### src/rtl/shared_mem_arbiter.sv
// shared_mem_arbiter: round-robin arbiter serialising per-core read/write
// requests onto one synchronous single-port data RAM (1-cycle read latency).
// Each access takes three cycles: IDLE (arbitrate), BUSY (RAM access),
// ACK (one-cycle acknowledge with read data).

module shared_mem_arbiter #(
   parameter int CORE_COUNT = 4,
   parameter int ADDR_WIDTH = 12,
   parameter int DATA_WIDTH = 12
) (
   input  logic                             clk,
   input  logic                             rst,
   input  logic [CORE_COUNT-1:0]            req,
   input  logic [CORE_COUNT-1:0]            wrEn,
   input  logic [CORE_COUNT*ADDR_WIDTH-1:0] addr,
   input  logic [CORE_COUNT*DATA_WIDTH-1:0] wrData,
   output logic [CORE_COUNT-1:0]            grant,
   output logic [CORE_COUNT-1:0]            ack,
   output logic [DATA_WIDTH-1:0]            rdData,
   output logic                             busy,
   output logic [ADDR_WIDTH-1:0]            memAddr,
   output logic [DATA_WIDTH-1:0]            memWrData,
   output logic                             memWrEn,
   input  logic [DATA_WIDTH-1:0]            memRdData
);

   localparam int IDX_W = (CORE_COUNT > 1) ? $clog2(CORE_COUNT) : 1;

   typedef enum logic [1:0] {
      ST_IDLE = 2'd0,
      ST_BUSY = 2'd1,
      ST_ACK  = 2'd2
   } state_t;

   state_t                  state_q, state_d;
   logic [CORE_COUNT-1:0]   grant_q, grant_d;
   logic [CORE_COUNT-1:0]   ack_q, ack_d;
   logic                    busy_q, busy_d;
   logic [ADDR_WIDTH-1:0]   mem_addr_q, mem_addr_d;
   logic [DATA_WIDTH-1:0]   mem_wr_data_q, mem_wr_data_d;
   logic                    mem_wr_en_q, mem_wr_en_d;
   logic [DATA_WIDTH-1:0]   rd_data_q, rd_data_d;
   logic [IDX_W-1:0]        last_grant_q, last_grant_d;
   logic                    is_wr_q, is_wr_d;

   logic [ADDR_WIDTH-1:0]   addr_arr_s   [CORE_COUNT];
   logic [DATA_WIDTH-1:0]   wr_data_arr_s [CORE_COUNT];
   logic [IDX_W-1:0]        winner_s;
   logic                    found_s;

   // Unpack the flat per-core address and write-data buses into arrays.
   always_comb begin
      for (int i = 0; i < CORE_COUNT; i++) begin
         addr_arr_s[i]    = addr[i*ADDR_WIDTH +: ADDR_WIDTH];
         wr_data_arr_s[i] = wrData[i*DATA_WIDTH +: DATA_WIDTH];
      end
   end

   // Round-robin pick: first requester scanning upward from lastGrant+1.
   // Scan from the farthest offset down so the nearest requester wins.
   always_comb begin
      logic [IDX_W-1:0] cand;
      found_s  = |req;
      winner_s = last_grant_q;
      for (int off = CORE_COUNT; off >= 1; off--) begin
         cand     = IDX_W'((int'(last_grant_q) + off) % CORE_COUNT);
         winner_s = req[cand] ? cand : winner_s;
      end
   end

   // Next-state and next-output computation for the access FSM.
   always_comb begin
      state_d       = state_q;
      grant_d       = grant_q;
      ack_d         = ack_q;
      busy_d        = busy_q;
      mem_addr_d    = mem_addr_q;
      mem_wr_data_d = mem_wr_data_q;
      mem_wr_en_d   = mem_wr_en_q;
      rd_data_d     = rd_data_q;
      last_grant_d  = last_grant_q;
      is_wr_d       = is_wr_q;
      case (state_q)
         ST_IDLE: begin
            if (found_s) begin
               state_d       = ST_BUSY;
               mem_addr_d    = addr_arr_s[winner_s];
               mem_wr_data_d = wr_data_arr_s[winner_s];
               mem_wr_en_d   = wrEn[winner_s];
               is_wr_d       = wrEn[winner_s];
               grant_d       = {{(CORE_COUNT-1){1'b0}}, 1'b1} << winner_s;
               last_grant_d  = winner_s;
               busy_d        = 1'b1;
            end else begin
               state_d = ST_IDLE;
            end
         end
         ST_BUSY: begin
            // RAM performs the access on this edge; the write strobe ends here.
            mem_wr_en_d = 1'b0;
            ack_d       = grant_q;
            state_d     = ST_ACK;
         end
         ST_ACK: begin
            ack_d   = {CORE_COUNT{1'b0}};
            grant_d = {CORE_COUNT{1'b0}};
            busy_d  = 1'b0;
            if (!is_wr_q) begin
               rd_data_d = memRdData;
            end else begin
               rd_data_d = rd_data_q;
            end
            state_d = ST_IDLE;
         end
         default: begin
            state_d     = ST_IDLE;
            grant_d     = {CORE_COUNT{1'b0}};
            ack_d       = {CORE_COUNT{1'b0}};
            busy_d      = 1'b0;
            mem_wr_en_d = 1'b0;
         end
      endcase
   end

   // State and output registers; reset is asynchronous so an in-flight
   // write is aborted immediately by dropping memWrEn.
   always_ff @(posedge clk or posedge rst) begin
      if (rst) begin
         state_q       <= ST_IDLE;
         grant_q       <= {CORE_COUNT{1'b0}};
         ack_q         <= {CORE_COUNT{1'b0}};
         busy_q        <= 1'b0;
         mem_addr_q    <= {ADDR_WIDTH{1'b0}};
         mem_wr_data_q <= {DATA_WIDTH{1'b0}};
         mem_wr_en_q   <= 1'b0;
         rd_data_q     <= {DATA_WIDTH{1'b0}};
         last_grant_q  <= IDX_W'(CORE_COUNT - 1);
         is_wr_q       <= 1'b0;
      end else begin
         state_q       <= state_d;
         grant_q       <= grant_d;
         ack_q         <= ack_d;
         busy_q        <= busy_d;
         mem_addr_q    <= mem_addr_d;
         mem_wr_data_q <= mem_wr_data_d;
         mem_wr_en_q   <= mem_wr_en_d;
         rd_data_q     <= rd_data_d;
         last_grant_q  <= last_grant_d;
         is_wr_q       <= is_wr_d;
      end
   end

   assign grant     = grant_q;
   assign ack       = ack_q;
   assign busy      = busy_q;
   assign memAddr   = mem_addr_q;
   assign memWrData = mem_wr_data_q;
   assign memWrEn   = mem_wr_en_q;
   // Read data is forwarded straight from the RAM in the ACK cycle of a read
   // and held in rd_data_q afterwards.
   assign rdData    = (state_q == ST_ACK && !is_wr_q) ? memRdData : rd_data_q;

endmodule

### config.mk
export PLATFORM = sky130hd
export DESIGN_NAME = shared_mem_arbiter
export DESIGN_NICKNAME = d
export VERILOG_FILES = /design/src/rtl/shared_mem_arbiter.sv
export SDC_FILE = /design/constraint.sdc
export NUM_CORES = 1
export LEC_CHECK = 0
export ABC_AREA = 1
export CORE_MARGIN = 2
export CORE_UTILIZATION = 30
export CTS_BUF_LIST = sky130_fd_sc_hd__clkbuf_8 sky130_fd_sc_hd__clkbuf_16
export DETAILED_ROUTE_END_ITERATION = 10
export GPL_ROUTABILITY_DRIVEN = 0
export RECOVER_POWER = 25
export SYNTH_ARGS = -nofsm -noshare
export SYNTH_HDL_FRONTEND = slang
export SYNTH_SLANG_ARGS = --single-unit
### constraint.sdc
create_clock -name clk -period 2.5 [get_ports clk]
set_clock_uncertainty 0.1 [all_clocks]
set_input_delay 0.625 -clock clk [delete_from_list [all_inputs] [get_ports clk]]
set_output_delay 0.625 -clock clk [all_outputs]
set_load 0.005 [all_outputs]
======== After elaboration in Yosys (flattened, before gate mapping) ========
Cells that the tools add are included.
operators by class
  bitwise logic cells ..................... 4
  shift-type cells ........................ 1
  equal/unequal tests ..................... 3
  reductions and logical operators ........ 8
  add/sub/neg operators ................... 4
  $lt $le $gt $ge ......................... 6
  multiplexer cells ....................... 30
operators by type and width
  cell                                                                  count
  12-bit 2-to-1 mux                                                     5
  12-bit binary-select mux with 2-bit select                            2
  4-bit case mux with 2 select lines                                    2
  2-bit by 3-bit < comparator with 1-bit output, second input constant  5
  1-bit binary-select mux with 2-bit select                             5
  1-bit 2-to-1 mux                                                      8
  2-bit 2-to-1 mux                                                      4
  2-bit AND reduction                                                   4
  2-bit by 1-bit adder with 2-bit output, second input constant         2
  2-bit adder, second input constant                                    2
  4-bit 2-to-1 mux                                                      1
  1-bit case mux with 2 select lines                                    2
  2-bit case mux with 2 select lines                                    1
  4-bit OR reduction                                                    1
  1-bit by 2-bit left shift with 4-bit output, first input constant     1
  3-bit >= comparator, second input constant                            1
  1-bit inverter                                                        3
  2-bit inverter with 3-bit output                                      1
  2-bit by 1-bit == test with 1-bit output, second input constant       1
  2-bit == test, second input constant                                  1
  2-bit logical NOT                                                     1
  2-bit inequality test, second input constant                          1
  1-bit logical AND                                                     1
  1-bit logical NOT                                                     1
word-level totals
  logic and storage cells ................. 66
  register bits after elaboration ......... 51
  input bits .............................. 118

======== Logic depth before layout (Yosys ltp) ========
Gate-level depths: netlist (run 1).
  depth after elaboration ................. 11
  gate-level depth with buffers ........... 17

======== Worst setup path before layout (run 1) ========
No wires, ideal clock.
  path kind ............................... reg2out
  from .................................... reg state_q[0]
  to ...................................... out rdData[0]
  path slack .............................. 0.476 ns
  required time ........................... 1.775 ns
  stages on the path, launching flop included .. 6
  arrival ................................. 1.299 ns
  path buffers ............................ 1
  cell sequence ........................... dfrtp_1 inv_1 nand2_1 or2_2 clkbuf_1 mux2_2
between the ends
  cells in the longest elaborated chain, start to end .. 3
RTL lines
  item                      RTL line  RTL
  start: declaration        35        state_t state_q, state_d;
  start signal: assignment  140       state_q <= state_d;
  2-bit == test             161       assign rdData = (state_q == ST_ACK && !is_wr_q) ? memRdData : rd_data_q;
  1-bit logical AND         161
  12-bit 2-to-1 mux         161
  end: declaration          19        output logic [DATA_WIDTH-1:0] rdData,
Every way passes these cells.

======== Worst setup path in the final report (run 1) ========
  from .................................... reg state_q[0]
  to ...................................... out rdData[2]
Same word-level chain as after synthesis.

==> summary.txt, run 1 <==
Initial antenna violation count - 0
M1 GR Usage - 0.2143
Distinct cell type count after synthesis - 23
Dpl hpwl - 7800 um
Synth area leader - dfrtp_1
# H-tree levels - 2
Area of the mapped netlist - 3166 um^2
Row count - 37
Critical path arrival - 1.85 ns
Synth Area per Inst - 6.650 um^2
Required @ worst endpoint - 1.77 ns
CTS Sinks - 51
Failing checks - negative setup slack
Yosys Warn Count - 0
Global-route wire length before repair - 15870 um
CTS tree - built
Seq cells post-synth - 51
Tmin final - 2.579 ns
Commonest non-fill, non-tap cell in the layout - nand2_1
Die Y - 106.7 um
Worst setup slack after layout - -0.07861 ns
Worst Hold Class - reg -> reg
Ant. Diodes - 0
Max-cap viol count - 0
Root Driver - clkbuf_8
Max VDD drop - 0.7897 mV
Fmax - 387.8 MHz
Clock latency on the worst-skew pair - 0.30 ns
Crit start category - flop
Max Fanout on Critical Path - 6
Initial core utilization - 0.3080
TNS Setup - -0.1562 ns
RSZ-0062 raised after global routing - yes
GRT Max-Usage Layer - met2
DR vias - 3510
Initial DRT Pass Iterations - 7
Total CTS buffers - 5
Longest Clk Path Bufs - 2
Mapped Cells - 476
Pwr/cell area - 1431 nW/um^2
Worst-path clk slew - 0.10 ns
Vias in the first global route - 3383
Mapped Nets - 594
Post-synth top area share - 0.3874
Largest cells by area after synthesis - dfrtp_1 39%, nand2_1 34%, nand3_1 8.9%
GRT Util Overall - 0.1729
Register area share after synthesis - 0.4040
Area growth syn-to-layout - 61.82%
Final period utilization - 1.031
I/O Buffers - 163
Status - finished, violations left
Met3 GRT Util - 0.04863
Hold buffers post-CTS - 0
Fin nets - 759
# DRC - 0
DP Worst Slack - -0.04196 ns
Slowest stage delay, CP - 0.49 ns
CP Class - reg -> out
Core area - 10280 um^2
Cell with the largest stage delay on the worst path - clkdlybuf4s50_1
Most frequent cells in the layout - 284 x nand2_1, 152 x clkdlybuf4s50_1, 56 x nand3_1
Die X - 106.7 um
Average via count per standard cell - 4.512
Worst path cell trace - inv_2, nand2_4, or2_4, mux2_2, clkdlybuf4s50_1
Setup violations, final - 2
GRT overflow - 0
Leak Pwr - 2.604 nW
Final antenna-violating net count - 0
Initial detailed-routing violation count - 197
Routed wire length - 10100 um
Proportion of layout cells with a drive suffix above 1 - 0.09813
Largest net degree at the start of global routing - 52
Max-slew headroom - 0.1408
Detailed-route wire length per cell - 12.99 um
Area of the die - 11390 um^2
Tightest Pin Transition - 1.289 ns
IO Count - 164
Met2 Use GR - 0.2975
Fin. max-slew vios - 0
Worst Setup End Kind - output port
Final Hold Fails - 0
[sequential cells by signal, summed over array words and instances (netlist names), 2 cells and up]
name / count
memAddr: 12
memWrData: 12
rd_data_q: 12
ack: 4
grant: 4
last_grant_q: 2
state_q: 2
[power by group]
group / internal [W] / switching [W]
clock network: 0.000226 / 0.000280
logic: 0.00236 / 0.00302
registers: 0.00123 / 0.000210
[per-stage QoR]
step / power (W) / area [um^2] / utilization / hold WS [ns] / instances
after global routing: 0.008146 / 5122 / 0.4984 / 0.4179 / 778
after floorplan: 0.004950 / 3166 / - / 0.3359 / 476
after CTS: 0.007449 / 5151 / 0.5012 / 0.3921 / 777
after detailed placement: 0.006890 / 5017 / 0.4882 / 0.3656 / 765
final: 0.007328 / 5122 / 0.4984 / 0.3831 / 778
after global placement: 0.006838 / 5017 / 0.4882 / 0.3494 / 765
[layer usage]
metal	up-vias	share of wire
li1	1814	-
met1	1558	0.43
met2	129	0.47
met3	9	0.085
met4	0	0.012
met5	-	0
[critical path: cells and delay by family, from the launching register on]
kind	cells	cell delay (ns)
buffers and inverters	2	0.57
flip-flops	1	0.40
AND/OR/NAND/NOR	2	0.33
multiplexers	1	0.25
[worst paths after layout]
check / startpoint / to / slack (ns) / cells past startpoint
worst max-delay path: state_q[0] / rdData[2] / -0.08 / 5
worst min-delay path: memWrData[5] / memWrData[5] / 0.38 / 2
worst max register to register: last_grant_q[0] / memAddr[8] / 0.35 / 16
worst min register to register: memWrData[5] / memWrData[5] / 0.38 / 2
max in group asynchronous: rst / memWrData[0] / 0.45 / 3
min in group asynchronous: rst / rd_data_q[5] / 1.09 / 3
[cells by family (layout without fill, tap and decap cells)]
logic type	count (synthesis)	after routing	share of synthesized area
simple gates	352	353	0.4526
flops	51	51	0.4040
buf+inv	47	212	0.07826
compound gates	14	14	0.02253
mux	12	12	0.04269
[synthesized netlist by cell type (all sizes together)]
master  instances
nand3          57
o21ai          12
nand4           1
a31oi           1
mux2           12
nor2            4
or2             1
dfstp           2
a21oi           1
buf            23
nand2         289
clkbuf          4
inv            20
dfrtp          49
[layout make-up]
cell class | count | area [um^2]
Sequential cell | 51 | 1279
Clock buffer | 6 | 82.58
Tap cell | 136 | 170.2
Inverter | 20 | 80.08
Fill cell | 1053 | 5155
Timing Repair Buffer | 184 | 1834
Clock inverter | 2 | 16.27
Multi-Input combinational cell | 379 | 1660
[timing repair]
action                     CTS  global route
buffers inserted             3             1
setup endpoints to repair   12             7
gates cloned                 1             0
pin swaps                    1             1
resized for setup           18             7
(Power assumes the default switching activity.)
==> inputs of run 2 (changes only) <==
--- a/config.mk
+++ b/config.mk
@@ -9,9 +9,11 @@
 export CORE_MARGIN = 2
 export CORE_UTILIZATION = 30
 export CTS_BUF_LIST = sky130_fd_sc_hd__clkbuf_8 sky130_fd_sc_hd__clkbuf_16
+export CTS_CLUSTER_DIAMETER = 120
 export DETAILED_ROUTE_END_ITERATION = 10
 export GPL_ROUTABILITY_DRIVEN = 0
 export RECOVER_POWER = 25
+export SLEW_MARGIN = 25
 export SYNTH_ARGS = -nofsm -noshare
 export SYNTH_HDL_FRONTEND = slang
 export SYNTH_SLANG_ARGS = --single-unit
==> results of run 2 <==
The final DEF is identical to that of run 1; final timing and power are the same.
